[src/rtl/mux4_rr_arbiter.sv]
// Round-robin arbiter/sequencer for a shared 4-input mux tree, with per-tenure hold timer
// and registered output capture. Define MUX4_ARB_PARK_EN to park the selects on the last owner while idle.
module mux4_rr_arbiter #(
  parameter int SIZE     = 8,
  parameter int MAX_HOLD = 4
) (
  input  logic            clk,
  input  logic            rst_n,
  input  logic [3:0]      req,
  input  logic [SIZE-1:0] mux_f,
  output logic [3:0]      gnt,
  output logic            busy,
  output logic            sel1,
  output logic            sel2,
  output logic            sel3,
  output logic [SIZE-1:0] data_out,
  output logic [1:0]      data_id,
  output logic            data_valid
);

  typedef enum logic {IDLE, GRANT} state_t;

  localparam logic [7:0] HOLD_LAST = 8'(MAX_HOLD - 1);

  state_t          state_q, state_d;
  logic [1:0]      owner_q, owner_d;
  logic [1:0]      last_q, last_d;
  logic [7:0]      hold_q, hold_d;
  logic [3:0]      gnt_q, gnt_d;
  logic            busy_q, busy_d;
  logic [2:0]      sel_q, sel_d;      // {sel3, sel2, sel1}
  logic [SIZE-1:0] data_q, data_d;
  logic [1:0]      data_id_q, data_id_d;
  logic            data_valid_q, data_valid_d;

  logic [3:0] others;
  logic       release_now;
  logic       do_grant;
  logic [1:0] pick;

  // First set bit scanning upward from (from+1) with wrap; the owner itself is checked last.
  function automatic logic [1:0] rr_pick(input logic [3:0] r, input logic [1:0] from);
    logic [1:0] idx;
    rr_pick = from;
    for (int k = 4; k >= 1; k--) begin
      idx = from + 2'(k);
      if (r[idx]) rr_pick = idx;
    end
  endfunction

  function automatic logic [2:0] sel_decode(input logic [1:0] o);
    case (o)
      2'd0:    sel_decode = 3'b101;
      2'd1:    sel_decode = 3'b100;
      2'd2:    sel_decode = 3'b010;
      default: sel_decode = 3'b000;
    endcase
  endfunction

  always_comb begin
    // NOTE: every comb output gets a default first so no path leaves it unassigned (no latch).
    state_d     = state_q;
    owner_d     = owner_q;
    last_d      = last_q;
    hold_d      = hold_q;
    do_grant    = 1'b0;
    pick        = last_q;
    others      = req & ~(4'b0001 << owner_q);
    release_now = 1'b0;

    case (state_q)
      IDLE: begin
        if (req != 4'b0000) begin
          do_grant = 1'b1;
          pick     = rr_pick(req, last_q);
        end
      end
      GRANT: begin
        release_now = !req[owner_q] || ((hold_q == HOLD_LAST) && (others != 4'b0000));
        if (release_now) begin
          if (others != 4'b0000) begin
            do_grant = 1'b1;
            pick     = rr_pick(others, last_q);
          end else begin
            state_d = IDLE;
          end
        end else if (hold_q == HOLD_LAST) begin
          hold_d = 8'd0;
        end else if (hold_q != 8'hFF) begin
          hold_d = hold_q + 8'd1;
        end
      end
      default: state_d = IDLE;
    endcase

    if (do_grant) begin
      state_d = GRANT;
      owner_d = pick;
      last_d  = pick;
      hold_d  = 8'd0;
    end

    gnt_d  = (state_d == GRANT) ? (4'b0001 << owner_d) : 4'b0000;
    busy_d = (state_d == GRANT);
`ifdef MUX4_ARB_PARK_EN
    sel_d  = (state_d == GRANT) ? sel_decode(owner_d) : sel_q;
`else
    sel_d  = (state_d == GRANT) ? sel_decode(owner_d) : 3'b000;
`endif

    // The tree output reflects the selects registered on the previous edge, i.e. owner_q.
    if (busy_q) begin
      data_d       = mux_f;
      data_id_d    = owner_q;
      data_valid_d = 1'b1;
    end else begin
      data_d       = data_q;
      data_id_d    = data_id_q;
      data_valid_d = 1'b0;
    end
  end

  // NOTE: sequential state uses non-blocking assignments so all flops update together.
  always_ff @(posedge clk or negedge rst_n) begin
    if (!rst_n) begin
      state_q      <= IDLE;
      owner_q      <= 2'd0;
      last_q       <= 2'd3;
      hold_q       <= 8'd0;
      gnt_q        <= 4'b0000;
      busy_q       <= 1'b0;
      sel_q        <= 3'b000;
      data_q       <= '0;
      data_id_q    <= 2'd0;
      data_valid_q <= 1'b0;
    end else begin
      state_q      <= state_d;
      owner_q      <= owner_d;
      last_q       <= last_d;
      hold_q       <= hold_d;
      gnt_q        <= gnt_d;
      busy_q       <= busy_d;
      sel_q        <= sel_d;
      data_q       <= data_d;
      data_id_q    <= data_id_d;
      data_valid_q <= data_valid_d;
    end
  end

  assign gnt        = gnt_q;
  assign busy       = busy_q;
  assign sel3       = sel_q[2];
  assign sel2       = sel_q[1];
  assign sel1       = sel_q[0];
  assign data_out   = data_q;
  assign data_id    = data_id_q;
  assign data_valid = data_valid_q;

endmodule

[config.mk]
export PLATFORM = sky130hd
export DESIGN_NAME = mux4_rr_arbiter
export DESIGN_NICKNAME = d
export VERILOG_FILES = /design/src/rtl/mux4_rr_arbiter.sv
export SDC_FILE = /design/constraint.sdc
export NUM_CORES = 1
export LEC_CHECK = 0
export CAP_MARGIN = 20
export CORE_MARGIN = 2
export CORE_UTILIZATION = 50
export DETAILED_ROUTE_END_ITERATION = 6
export PLACE_DENSITY = 0.84
export SYNTH_ARGS = -nofsm -noshare
export SYNTH_HDL_FRONTEND = slang
export SYNTH_SLANG_ARGS = --single-unit
[constraint.sdc]
create_clock -name clk -period 2.4 [get_ports clk]
set_input_delay 0.48 -clock clk [delete_from_list [all_inputs] [get_ports clk]]
set_output_delay 0.48 -clock clk [all_outputs]
set_load 0.01 [all_outputs]
## Word-level counts from Yosys, hierarchy flattened

Cells that the tools add are included.

| operators by class | value |
|---|---|
| $add $sub $neg | 4 |
| magnitude comparators | 4 |
| equal/unequal tests | 5 |
| shift operators | 2 |
| muxes and demuxes | 41 |
| bitwise operators | 3 |
| reduce and logical (&&, ||, !) cells | 9 |

Operators by type and width:

| operator | number |
|---|---|
| 2-to-1 mux 8 bit | 5 |
| 2-to-1 mux 2 bit | 10 |
| binary-select mux 1 bit (select 2 bit) | 7 |
| 2-to-1 mux 1 bit | 14 |
| less-than comparator 2 x 3 -> 1 bit (second input constant) | 4 |
| case mux 3 bit (3 select lines) | 1 |
| adder 8 x 1 -> 8 bit (second input constant) | 1 |
| equality test 8 x 2 -> 1 bit (second input constant) | 1 |
| inequality test 8 bit (second input constant) | 1 |
| nonzero test 4 bit | 2 |
| left shift 1 x 2 -> 4 bit (first input constant) | 2 |
| adder 2 bit (second input constant) | 2 |
| AND 4 bit | 1 |
| 2-to-1 mux 4 bit | 1 |
| NOT 4 bit | 1 |
| case mux 2 bit (2 select lines) | 1 |
| 2-to-1 mux 3 bit | 1 |
| AND reduction 3 bit | 1 |
| nonzero test 3 bit | 1 |
| adder 2 x 1 -> 2 bit (second input constant) | 1 |
| equality test 2 x 1 -> 1 bit (second input constant) | 1 |
| equality test 2 bit (second input constant) | 1 |
| zero test 2 bit | 1 |
| inequality test 2 bit (second input constant) | 1 |
| other kinds (6) | 6 |

| word-level totals | value |
|---|---|
| bits in registers | 31 |
| input bits | 14 |
| output and inout port bits | 19 |
| logic and storage cells | 77 |

## Logic depth before layout (Yosys ltp)

| logic depth | value |
|---|---|
| word-level depth | 15 |
| gate-level depth with buffers | 8 |
| mapped depth without buffers | 7 |

## Worst setup path after synthesis

Ideal clock, no wire load.

| path | value |
|---|---|
| path kind | input to register |
| start | input port req[2] |
| end | register gnt_q[3] (netlist: gnt[3]) |
| library setup time | 143 ps |
| arrival time | 2120 ps |
| required time | 2257 ps |
| path slack | 137 ps |
| cell stages on the path | 7 |
| buffers on the path | 1 |
| cells stage by stage | buf_4 > mux4_1 > o41ai_2 > nand4_1 > a211o_1 > o221a_2 > nor3b_1 |

| between the ends | value |
|---|---|
| word-level cells in the longest chain between the ends | 12 |
| elaborated cells between the ends (all ways) | 40 |
| classes of those cells | shift: 1; mux: 33; bitwise: 1; reduce/logical: 5 |

RTL lines:

| item | RTL line | RTL |
|---|---|---|
| from (decl) | 9 | `input logic [3:0] req,` |
| AND 4 bit | 68 | `others = req & ~(4'b0001 << owner_q);` |
| binary-select mux 1 bit (select 2 bit) | 47 | `if (r[idx]) rr_pick = idx;` |
| 2-to-1 mux 1 bit (implied by the code) | 47 |  |
| 2-to-1 mux 2 bit (3 in a row) | 47 |  |
| 2-to-1 mux 2 bit | 81 | `if (others != 4'b0000) begin` |
| 2-to-1 mux 2 bit | 80 | `if (release_now) begin` |
| case mux 2 bit (2 select lines) | 71 | `case (state_q)` |
| 2-to-1 mux 2 bit (*) | 96 | `if (do_grant) begin` |
| named net owner_d[0] | 26 | `logic [1:0] owner_q, owner_d;` |
| left shift 1 x 2 -> 4 bit (*) | 103 | `gnt_d = (state_d == GRANT) ? (4'b0001 << owner_d) : 4'b0000;` |
| 2-to-1 mux 4 bit (*) | 103 |  |
| named net gnt_d[3] | 29 | `logic [3:0] gnt_q, gnt_d;` |
| to (signal assigned) | 141 | `gnt_q <= gnt_d;` |
| to (decl) | 29 |  |

Mark *: on every way through the listed nets, which the timed path passes. The rest lies on a longest branch. The select of a mux whose other input is x is not followed.
A chain may end at the register's enable or synchronous reset.

## Worst setup path after layout

| path | value |
|---|---|
| start | input port req[1] |
| end | register gnt_q[3] (netlist: gnt[3]) |

The elaborated chain is that of the path after synthesis.

==> out/metrics.cfg <==
[run_status]
status = finished with violations
failed_checks = setup timing

[critical_path]
crit_chain = clkdlybuf4s50_1, buf_4, buf_4, mux2_2, o211a_1, o211ai_1, nand4_1, o221a_4, nor3b_2
worst_setup_path_start_kind = input port
crit_family = buffers and inverters
r2r_setup_slack_ps = -10
reg2reg_from = hold_q[4]
cpPeakStageDelay_ps = 430
cp.required_ps = 2620
worst_path_most_repeated_cell = buf_4
critPathCaptureType = flop
criticalPathCategory = input port to flop
cp.buffers_inverters = 3
crit_fanout = 6
worst_path_max_delay_cell = clkdlybuf4s50_1
crit_path_start = req[1]
cp.arrival_ps = 2640

[die]
ios = 33
initial_core_util_pct = 52.9
dieArea_um2 = 4110
std_cell_rows = 21
core-area_um2 = 3420
die_width_um = 64.1
fp.dieH_um = 64.1

[drt]
wl_per_cell_um = 17.8
final_antenna_net_count = 0
drtPass1Iterations = 4
routed_wirelength_mm = 4.96
vias = 1664
viasPerCell = 5.96
drt_iter0_markers = 90
drc = 0

[placed_design]
globalplace.congestion = 0.929
placed_area_um2 = 2260
post-dp-hpwl_mm = 3.10
dp.cells = 264
io_buffers = 32

[logic_synthesis]
synth.largest_area_cell = dfrtp_1
synth.ff_latch_count = 30
ys_types = 56
synth-seq-area-share_pct = 41.7
yosysWarnings = 0
synth_area_um2 = 1810
syn_nets = 188
yosys.area.top_type_share_pct = 38.8
ys_top_cells_by_area = dfrtp_1 39%, mux2_2 6.9%, o21ai_0 3.3%
syn_avg_cell_area_um2 = 10.4
synth_ff_type = dfrtp_1
synth_edf_count = 0
async_flop_share_pct = 100
syn_inst = 173

[cells_and_area]
drive_above_1_share_pct = 31.3
fin_cells = 279
antenna_cells = 0
final_area_um2 = 2500
nNetsFinal = 247
fill_cells = 241
area_delta_synth_final_pct = 38.3

[grt]
antenna_found_initial = 0
grt_max_degree = 31
grt_pass1_wl_mm = 7.71
grt-ovfl-total = 0
grtUsageTotal_pct = 24.0
grt_pass1_vias = 1700

[sta]
finClkSkew_ps = 10.5
final.period_utilization_pct = 101
worst_pin_slew_ps = 469
slew_violations = 0
tns_ps = -40.7
worst_slack_ps = -19.5
rsz0062_at_grt = true
slew_headroom_pct = 68.4
setup_viol = 4
fin_crit_ps = 2420
holdWs_ps = 516
fmax_ghz = 0.413
finalHoldViolCount = 0

[hold_path]
min_from = data_out[2]
hp-class = flop to flop

[power_and_ir_drop]
powerDensity_nw_per_um2 = 1170
power_mw = 2.92
peakVddDrop_uv = 834
p_leak_nw = 1.02

[clocking]
insertion_delay_ps = 330
clk_pin_slew_worst_paths_ps = 90
root_buffer = clkbuf_4
htree_num_levels = 2
tritoncts = done
cts_buffers = 5
cts_max_path_buffers = 2
clkSinkCount = 30

[job]
cap_violations = 0

final timing paths:
| path | to | depth (start not counted) |
|---|---|---|
| worst max-delay path | gnt[3] | 9 |
| worst min-delay path | data_out[2] | 1 |
| worst max register to register | hold_q[6] | 6 |
| worst min register to register | data_out[2] | 1 |
| max in group asynchronous | last_q[0] | 2 |
| min in group asynchronous | gnt[1] | 2 |
logic make-up after synthesis:
family | share of synthesized area, %
DFF | 41.7
adders and majority gates | 0.692
and+or+nand+nor | 18.7
muxes | 9.97
buffers and inverters | 8.03
xor gates and xnor gates | 1.94
AOI/OAI and AO/OA | 19.0
placed cells by master, fill, tap and decap left out, types with 4 or more instances in the layout:
cell,netlist,layout
or3_1,5,5
nand2_1,6,6
buf_4,2,33
inv_1,8,8
dfrtp_1,28,28
nand2b_1,4,4
mux2_2,11,11
clkbuf_4,0,5
a21boi_1,5,5
o21ai_0,12,11
nor2_1,5,4
nand3_1,4,4
clkdlybuf4s50_1,0,32
a21oi_1,7,7
o211ai_1,5,5
nor3_1,5,4
metal layers:
metal	share of wire [%]	vias up	GRT usage, %
met5	0	-	0
met4	2.5	0	9.57
met3	9.2	15	7.57
met2	49	85	40.6
met1	39	802	28.4
li1	-	762	-
registers in the layout, summed over array words and instances, names as in the netlist:
register	flops
hold_q	8
gnt	3
busy	1
data_out	8
data_valid	1
owner_q	2
sel_q	3
data_id	2
last_q	2
final cells by class:
type / instances / area (um^2) / share of cell area [%]
flip-flops and latches: 30 / 753 / 30.1
clock buffers: 7 / 45.0 / 1.80
repair buffers: 65 / 568 / 22.7
multi-input cells: 122 / 1010 / 40.6
clock inverters: 1 / 30.0 / 1.20
well taps: 46 / 57.6 / 2.30
inverters: 8 / 30.0 / 1.20
synthesized netlist by cell type (3+ instances only):
master,count
mux2_2,11
mux2i_1,3
nor4_2,3
nand2_1,6
or3_1,5
a21boi_1,5
nand2b_1,4
clkbuf_1,4
nand4_1,3
o211ai_1,5
xnor2_1,3
dfrtp_1,28
inv_1,8
o21ai_0,12
a21oi_1,7
nor2b_1,3
nor2_1,5
and2_1,3
nor3_1,5
nor3b_1,3
nand3_1,4
a31oi_1,4
timing repair:
action / 4_1_cts / 5_1_grt
hold buffers: 0 / 0
pin swaps: 0 / 6
buffers inserted: 0 / 7
setup endpoints to repair: 10 / 11
gates resized for setup: 5 / 14
metrics by stage:
step | setup slack [ps] | utilization [%]
after CTS | 1.20 | 69.0
after detailed placement | -369 | 66.3
after global placement | -285 | 66.3
after global routing | -140 | 73.2
final | -19.5 | 73.2
after floorplan | 137 | -
report_power, final:
part | switching [mW] | leakage, nW | internal [mW] | total (mW)
Combinational | 0.853 | 0.615 | 0.874 | 1.73
Sequential | 0.156 | 0.365 | 0.648 | 0.804
Clock | 0.163 | 0.0395 | 0.221 | 0.384
Total | 1.17 | 1.02 | 1.74 | 2.92
worst reg2reg max path, stage by stage (launching register included):
cell and delay (ps):
dfrtp_1 420, or4_4 570, o41ai_4 290, and4_4 320
a211oi_4 80, or4_1 500, a21boi_1 160
No activity file was read; power rests on OpenSTA's default activity.
